### config.mk
export PLATFORM = sky130hd
export DESIGN_NAME = mem_arbiter_flat
export DESIGN_NICKNAME = d
export VERILOG_FILES = /design/src/rtl/mem_arbiter_if.sv /design/src/rtl/mem_arbiter.sv /design/src/flat_wrapper.sv
export SDC_FILE = /design/constraint.sdc
export NUM_CORES = 1
export LEC_CHECK = 0
export CAP_MARGIN = 20
export CORE_MARGIN = 5
export CORE_UTILIZATION = 45
export CTS_BUF_LIST = sky130_fd_sc_hd__clkbuf_4 sky130_fd_sc_hd__clkbuf_8
export CTS_CLUSTER_SIZE = 12
export DETAILED_ROUTE_END_ITERATION = 12
export PLACE_DENSITY = 0.77
export SYNTH_ARGS = -nofsm -noshare
export SYNTH_HDL_FRONTEND = slang
export SYNTH_SLANG_ARGS = --single-unit
### constraint.sdc
create_clock -name clk -period 4.29 [get_ports clk]
set_clock_uncertainty 0.15 [all_clocks]
set_input_delay 0.858 -clock clk [delete_from_list [all_inputs] [get_ports clk]]
set_output_delay 0.858 -clock clk [all_outputs]
set_load 0.005 [all_outputs]
### src/rtl/mem_arbiter_if.sv
// rtl/mem_arbiter_if.sv - icache, dcache and main-memory signal bundle for mem_arbiter
//
// Signals (slave = arbiter view):
//   i_read/i_address        in   icache block-read request and block address
//   i_readinst/i_busywait   out  refilled 4-word block, icache stall
//   d_read/d_write          in   dcache block read / write request (mutually exclusive)
//   d_address/d_writedata   in   dcache block address and write word
//   d_readdata/d_busywait   out  dcache read word, dcache stall
//   mem_read/mem_write      out  memory strobes
//   mem_address             out  9-bit memory word address
//   mem_writedata           out  memory write word
//   mem_readdata            in   memory read word
//   mem_busywait            in   memory stall
interface mem_arbiter_if;
  logic         i_read;
  logic [5:0]   i_address;
  logic [127:0] i_readinst;
  logic         i_busywait;
  logic         d_read;
  logic         d_write;
  logic [5:0]   d_address;
  logic [31:0]  d_writedata;
  logic [31:0]  d_readdata;
  logic         d_busywait;
  logic         mem_read;
  logic         mem_write;
  logic [8:0]   mem_address;
  logic [31:0]  mem_writedata;
  logic [31:0]  mem_readdata;
  logic         mem_busywait;

  modport slave (
    input  i_read, i_address,
    output i_readinst, i_busywait,
    input  d_read, d_write, d_address, d_writedata,
    output d_readdata, d_busywait,
    output mem_read, mem_write, mem_address, mem_writedata,
    input  mem_readdata, mem_busywait
  );

  modport master (
    output i_read, i_address,
    input  i_readinst, i_busywait,
    output d_read, d_write, d_address, d_writedata,
    input  d_readdata, d_busywait,
    input  mem_read, mem_write, mem_address, mem_writedata,
    output mem_readdata, mem_busywait
  );
endinterface

### src/rtl/mem_arbiter.sv
// rtl/mem_arbiter.sv - shares one word-wide main memory between the icache and dcache
//
// An instruction block refill becomes four single-word read beats with a one-cycle
// gap between beats; a data access is forwarded as a single word read or write.
// Simultaneous requests alternate, starting with the icache after reset.
//
// Ports:
//   clk    system clock, all state changes on posedge
//   reset  synchronous active-high reset
//   bus    mem_arbiter_if.slave (cache and memory handshakes)
module mem_arbiter (
  input  logic         clk,
  input  logic         reset,
  mem_arbiter_if.slave bus
);

  typedef enum logic [2:0] {
    S_IDLE,
    S_I_REQ,
    S_I_GAP,
    S_I_RESP,
    S_D_REQ,
    S_D_RESP
  } state_t;

  state_t       state, state_nx;
  logic [1:0]   beat;
  logic         issued;
  logic         last_grant_i;   // 1: the icache won the most recent collision
  logic [5:0]   i_addr_q;
  logic [5:0]   d_addr_q;
  logic         d_write_q;
  logic [31:0]  d_wdata_q;
  logic [127:0] i_readinst_q;
  logic [31:0]  d_readdata_q;

  logic         i_pend, d_pend, grant_i, grant_d, beat_done;
  logic         mem_read, mem_write;
  logic [8:0]   mem_address;
  logic [31:0]  mem_writedata;

  assign i_pend    = bus.i_read;
  assign d_pend    = bus.d_read | bus.d_write;
  // On a collision the side that did not win the previous collision is served.
  assign grant_i   = i_pend & (~d_pend | ~last_grant_i);
  assign grant_d   = d_pend & ~grant_i;
  // The edge that raises issued can never complete the beat, so the memory
  // always sees the strobe for at least one full cycle first.
  assign beat_done = issued & ~bus.mem_busywait;

  always_ff @(posedge clk) begin
    if (reset) state <= S_IDLE;
    else       state <= state_nx;
  end

  always_comb begin
    state_nx      = state;
    mem_read      = 1'b0;
    mem_write     = 1'b0;
    mem_address   = '0;
    mem_writedata = '0;
    case (state)
      S_IDLE: begin
        if (grant_i)      state_nx = S_I_REQ;
        else if (grant_d) state_nx = S_D_REQ;
      end
      S_I_REQ: begin
        mem_read    = 1'b1;
        mem_address = {1'b0, i_addr_q, beat};
        if (beat_done) state_nx = (beat == 2'd3) ? S_I_RESP : S_I_GAP;
      end
      S_I_GAP:  state_nx = S_I_REQ;
      S_D_REQ: begin
        mem_read      = ~d_write_q;
        mem_write     = d_write_q;
        mem_address   = {3'b100, d_addr_q};
        mem_writedata = d_write_q ? d_wdata_q : 32'd0;
        if (beat_done) state_nx = S_D_RESP;
      end
      S_I_RESP: state_nx = S_IDLE;
      S_D_RESP: state_nx = S_IDLE;
      default:  state_nx = S_IDLE;
    endcase
  end

  // Request fields are latched at grant so a requester that drops or changes
  // its inputs mid-service cannot disturb the running beat or burst.
  always_ff @(posedge clk) begin
    if (reset) begin
      beat         <= 2'd0;
      issued       <= 1'b0;
      last_grant_i <= 1'b0;
      i_addr_q     <= '0;
      d_addr_q     <= '0;
      d_write_q    <= 1'b0;
      d_wdata_q    <= '0;
      i_readinst_q <= '0;
      d_readdata_q <= '0;
    end else begin
      case (state)
        S_IDLE: begin
          beat   <= 2'd0;
          issued <= 1'b0;
          if (grant_i) i_addr_q <= bus.i_address;
          if (grant_d) begin
            d_addr_q  <= bus.d_address;
            d_write_q <= bus.d_write;
            d_wdata_q <= bus.d_writedata;
          end
          if (i_pend && d_pend) last_grant_i <= grant_i;
        end
        S_I_REQ: begin
          if (!issued) begin
            issued <= 1'b1;
          end else if (!bus.mem_busywait) begin
            issued <= 1'b0;
            i_readinst_q[{beat, 5'd0} +: 32] <= bus.mem_readdata;
            beat <= beat + 2'd1;
          end
        end
        S_D_REQ: begin
          if (!issued) begin
            issued <= 1'b1;
          end else if (!bus.mem_busywait) begin
            issued <= 1'b0;
            if (!d_write_q) d_readdata_q <= bus.mem_readdata;
          end
        end
        default: issued <= 1'b0;
      endcase
    end
  end

  assign bus.i_readinst    = i_readinst_q;
  assign bus.d_readdata    = d_readdata_q;
  assign bus.i_busywait    = bus.i_read && (state != S_I_RESP);
  assign bus.d_busywait    = (bus.d_read || bus.d_write) && (state != S_D_RESP);
  assign bus.mem_read      = mem_read;
  assign bus.mem_write     = mem_write;
  assign bus.mem_address   = mem_address;
  assign bus.mem_writedata = mem_writedata;

endmodule

### src/flat_wrapper.sv
// flat-port wrapper written by rule: the top's interface ports become plain ports
module mem_arbiter_flat 
  (clk, reset, bus_i_read, bus_i_address, bus_i_readinst, bus_i_busywait, bus_d_read, bus_d_write, bus_d_address, bus_d_writedata, bus_d_readdata, bus_d_busywait, bus_mem_read, bus_mem_write, bus_mem_address, bus_mem_writedata, bus_mem_readdata, bus_mem_busywait);
  mem_arbiter_if bus_i ();
  input  logic clk;
  input  logic reset;
  input wire logic [$bits(bus_i.i_read)-1:0] bus_i_read;
  input wire logic [$bits(bus_i.i_address)-1:0] bus_i_address;
  output wire logic [$bits(bus_i.i_readinst)-1:0] bus_i_readinst;
  output wire logic [$bits(bus_i.i_busywait)-1:0] bus_i_busywait;
  input wire logic [$bits(bus_i.d_read)-1:0] bus_d_read;
  input wire logic [$bits(bus_i.d_write)-1:0] bus_d_write;
  input wire logic [$bits(bus_i.d_address)-1:0] bus_d_address;
  input wire logic [$bits(bus_i.d_writedata)-1:0] bus_d_writedata;
  output wire logic [$bits(bus_i.d_readdata)-1:0] bus_d_readdata;
  output wire logic [$bits(bus_i.d_busywait)-1:0] bus_d_busywait;
  output wire logic [$bits(bus_i.mem_read)-1:0] bus_mem_read;
  output wire logic [$bits(bus_i.mem_write)-1:0] bus_mem_write;
  output wire logic [$bits(bus_i.mem_address)-1:0] bus_mem_address;
  output wire logic [$bits(bus_i.mem_writedata)-1:0] bus_mem_writedata;
  input wire logic [$bits(bus_i.mem_readdata)-1:0] bus_mem_readdata;
  input wire logic [$bits(bus_i.mem_busywait)-1:0] bus_mem_busywait;
  assign bus_i.i_read = bus_i_read;
  assign bus_i.i_address = bus_i_address;
  assign bus_i_readinst = bus_i.i_readinst;
  assign bus_i_busywait = bus_i.i_busywait;
  assign bus_i.d_read = bus_d_read;
  assign bus_i.d_write = bus_d_write;
  assign bus_i.d_address = bus_d_address;
  assign bus_i.d_writedata = bus_d_writedata;
  assign bus_d_readdata = bus_i.d_readdata;
  assign bus_d_busywait = bus_i.d_busywait;
  assign bus_mem_read = bus_i.mem_read;
  assign bus_mem_write = bus_i.mem_write;
  assign bus_mem_address = bus_i.mem_address;
  assign bus_mem_writedata = bus_i.mem_writedata;
  assign bus_i.mem_readdata = bus_mem_readdata;
  assign bus_i.mem_busywait = bus_mem_busywait;
  mem_arbiter u_core (.clk(clk), .reset(reset), .bus(bus_i));
endmodule
-- Word-level counts from Yosys, hierarchy flattened
Cells that the tools add are included.
- add/subtract/negate cells: 2
- equal/unequal tests: 11
- shift-type cells: 2
- multiplexer cells: 17
- bitwise logic cells: 11
- reductions and logical operators: 15
- operators by type and width (operator ; count):
    bitwise mux 128 bit ; 1
    variable shift 32 x 9 -> 128 bit (first input constant) ; 1
    variable part select 32 x 9 -> 128 bit ; 1
    two-way mux 32 bit ; 2
    one-hot mux 9 bit (2 select lines) ; 1
    two-way mux 3 bit ; 4
    one-hot mux 3 bit (4 select lines) ; 1
    negator 7 -> 9 bit ; 1
    AND reduction 3 bit ; 3
    != test 2 x 1 -> 1 bit (second input constant) ; 3
    NOT 1 bit ; 6
    AND reduction 2 bit ; 3
    two-way mux 1 bit ; 4
    two-way mux 2 bit ; 2
    one-hot mux 2 bit (2 select lines) ; 1
    AND reduction 4 bit ; 1
    OR reduction 2 bit ; 2
    bitwise AND 1 bit ; 3
    equality test 3 x 1 -> 1 bit (second input constant) ; 1
    equality test 3 x 2 -> 1 bit (second input constant) ; 1
    equality test 3 bit (second input constant) ; 1
    logical AND 1 bit ; 3
    logical NOT 3 bit ; 1
    != test 3 x 1 -> 1 bit (second input constant) ; 1
    other kinds (9) ; 10
- register bits: 212
- input bits: 82
- output and inout port bits: 205
- word-level logic and storage cells: 68

-- Depth between registers and ports, before layout
- depth after elaboration: 9
- depth in mapped cells: 7
- gate-level depth less buffers: 5

-- Worst setup path after synthesis
OpenSTA, ideal clock, no wires.
- path type: input-to-output
- from: input port bus_d_write
- to: output port bus_d_busywait
- data arrival time: 1.419 ns
- required time: 3.282 ns
- path slack: 1.863 ns
- cell stages on the path: 3
- path buffers: 1
- cell sequence: nor2_1 -> clkbuf_1 -> a31oi_1
- word-level cells in the longest chain between the ends: 2
- ends and longest elaborated chain (element ; RTL line ; text):
    start: declaration ; flat_wrapper.sv:12 ; input wire logic [$bits(bus_i.d_write)-1:0] bus_d_write;
    logical OR 1 bit ; mem_arbiter.sv:137 ; assign bus.d_busywait = (bus.d_read || bus.d_write) && (state != S_D_RESP);
    logical AND 1 bit ; mem_arbiter.sv:137 ;
    end: declaration ; flat_wrapper.sv:16 ; output wire logic [$bits(bus_i.d_busywait)-1:0] bus_d_busywait;
No other way between the ends.

-- Worst setup path in the final report
- from: register u_core.state[2]
- to: output port bus_mem_writedata[1]
- word-level cells in the longest chain between the ends: 2
- ends and longest elaborated chain (element ; RTL line ; text):
    start: declaration ; mem_arbiter.sv:26 ; state_t state, state_nx;
    start signal: assignment ; mem_arbiter.sv:53 ; else state <= state_nx;
    equality test 3 bit ; mem_arbiter.sv:62 ; case (state)
    two-way mux 32 bit ; mem_arbiter.sv:62 ;
    end: declaration ; flat_wrapper.sv:20 ; output wire logic [$bits(bus_i.mem_writedata)-1:0] bus_mem_writedata;
No other way between the ends.

==> results.txt <==
LEAKAGE: 4.536 nW
area delta synth->final: 38.91%
Synth Area per Inst: 8.661 sq um
CP required: 3280 ps
cts repair resizes: 0
Critical Path Start Type: flop
FMAX: 254.0 MHz
Switching Fraction: 27.00%
Tmin final: 3938 ps
Post-synth EDFFs: 0
Via Count: 9223
sequential share of the synthesized area: 44.79%
Initial Util: 45.36%
first-pass GRT wire length: 50.29 mm
CTS root buffer: clkbuf_8
Final Hold Viols: 0
ANT nets after route: 0
Max FO, Critical Path: 47
Gate power share: 13.3%
layout cell share with drive strength beyond 1: 7.652%
RSZ-0062 raised after global routing: false
Yosys cell types: 38
clock share of power: 41.7%
worst-margin pin slew: 1047 ps
num ports: 287
Die X-Extent: 155.1 um
drt total wl: 32.24 mm
Max Cap Viol: 0
Syn Inst Count: 1094
Iteration-0 DRC Markers: 807
post-DP HPWL: 21.64 mm
largest net degree at the start of global routing: 153
CTS Sinks: 212
outcome: completed
sequential share of power: 45.0%
P_sw: 0.001249 W
H-tree levels: 2
gpl congestion: 0.8473
Bufs on Longest Clock Path: 3
drt wl/cell: 19.89 um
YS warnings: 0
Setup Buffers After CTS: 0
Final setup violation count: 0
WP data arrival: 2930 ps
top cell type's share of synthesized area: 44.79%
All-Layer GR Usage: 25.67%
clock latency on the worst-skew pair: 510 ps
DIE HEIGHT: 155.1 um
maximum vdd drop: 180.1 uV
Die Area: 24060 sq um
final clock period utilization by the worst path: 91.79%
TNS Setup: 0 ps
pwr dens: 351.5 nW/um^2
initial antenna violation count: 0
vias in the first global route: 8872
FP Rows: 53
mapped cell area: 9475 sq um
Core Footprint: 20890 sq um
Clk pin slew, worst setup/hold paths: 60 ps
Post-CTS Hold Buffers: 0
top post-synthesis cells by area: dfxtp_1 (45%), nand2b_1 (9.5%), mux2i_1 (7.4%)
worst min-delay path class: flop to flop
GRT Residual Overflow: 0
Crit. End Element: output pin
cell-internal power: 0.003378 W
Net Count, Synth: 1181
Top FF cell, synth: dfxtp_1
CP Class: flop to output pin
port bufs: 286
DRT Pass-1 Iters: 8
fraction of registers with async set/reset: 0%
Power Total: 0.004627 W
Yosys top cell by area: dfxtp_1
antenna cells: 0
DRC: 0
Final Max Tran Viols: 0
synthesis-stage register bit count: 212
CTS tree: built
vias per cell: 5.690
Worst slew margin: 30.11%
CTS Buf Count: 37
NumNets Final: 1410
==> power groups by stage <==
stage                     Combinational (W)  Clock, W  Sequential (W)
after floorplan                    0.000390         0         0.00209
after global placement             0.000601         0         0.00212
after detailed placement           0.000607         0         0.00212
after CTS                          0.000608   0.00197         0.00208
after global routing               0.000662   0.00208         0.00209
final                              0.000614   0.00193         0.00208
==> layer usage <==
layer,GRT usage [%],up-vias,part of all wire [%]
met5,0,-,0
met4,8.495,0,3.3
met3,7.650,78,9.7
met2,40.40,464,46
met1,33.85,4361,41
li1,-,4320,-
==> registers in the layout, summed over array words and instances (netlist names) <==
register / count
u_core.last_grant_i: 1
u_core.bus.i_readinst: 128
u_core.d_addr_q: 6
u_core.i_addr_q: 6
u_core.d_wdata_q: 32
u_core.state: 3
u_core.beat: 2
u_core.d_write_q: 1
u_core.issued: 1
u_core.bus.d_readdata: 32
==> cells by family (layout without fill, tap and decap cells) <==
logic type      count (synthesis)  count (layout)  share of synthesized area (%)
compound gates                229             229                          13.52
buf+inv                       126             378                          5.955
fa+ha+maj                       5               5                         0.6602
flops                         212             212                          44.79
mux                            70              70                          7.395
simple gates                  452             452                          27.68
==> placed cells by master (no fill, tap or decap), types with 39 or more instances in the layout <==
| cell | instances |
|---|---|
| a21oi_1 | 76 |
| clkbuf_8 | 47 |
| clkdlybuf4s50_1 | 285 |
| dfxtp_1 | 212 |
| mux2i_1 | 70 |
| nand2_1 | 64 |
| nand2b_1 | 144 |
| nand4_1 | 103 |
| o21ai_0 | 98 |
| o31ai_1 | 39 |
==> layout make-up <==
| cell class | count | area (sq um) |
|---|---|---|
| fill | 1768 | 7726 |
| inverter | 5 | 18.77 |
| tap | 275 | 344.1 |
| multi-input combinational | 756 | 4707 |
| clock inverter | 7 | 65.06 |
| timing repair buffer | 311 | 3077 |
| sequential | 212 | 4244 |
| clock buffer | 55 | 706.9 |
==> through the flow <==
stage | area [sq um] | util [%] | hold slack [ps] | worst slack, ps | std cells
after floorplan | 9475 | - | 294.1 | 1863 | 1094
after detailed placement | 12390 | 59.32 | 310.7 | 904.1 | 1559
final | 13160 | 63.01 | 321.4 | 352.3 | 1621
after global placement | 12390 | 59.32 | 306.3 | 957.8 | 1559
after global routing | 13160 | 63.01 | 337.5 | 190.3 | 1621
after CTS | 13160 | 63.01 | 321.8 | 345.9 | 1621
==> worst paths after layout <==
path / from / end / slack, ps / cells past startpoint
setup / recovery: u_core.state[2]$_SDFFE_PP0P_ / bus_mem_writedata[1] / 350 / 4
hold / removal: u_core.i_addr_q[4]$_SDFFE_PP0P_ / u_core.i_addr_q[4]$_SDFFE_PP0P_ / 320 / 2
setup reg to reg: u_core.state[0]$_SDFFE_PP0P_ / u_core.bus.i_readinst[7]$_SDFFE_PP0P_ / 1290 / 5
hold reg to reg: u_core.i_addr_q[4]$_SDFFE_PP0P_ / u_core.i_addr_q[4]$_SDFFE_PP0P_ / 320 / 2
==> critical path, stage by stage (launching register included) <==
cell and delay [ps]:
dfxtp_1 610, or3b_1 430, inv_2 580, and3_1 270
clkdlybuf4s50_1 520
==> synthesized netlist by cell type (all sizes together) (4+ instances only) <==
library cell    n
nor2           12
and3           36
nor3b           5
inv             5
o21ai         100
nand3          35
a21oi          76
dfxtp         212
o31ai          39
nor2b          36
nand4         103
clkbuf         90
a22oi           6
nand2          64
ha              5
buf            31
mux2i          70
nand2b        144
and2            4
Power figures use the tool's default switching activity.
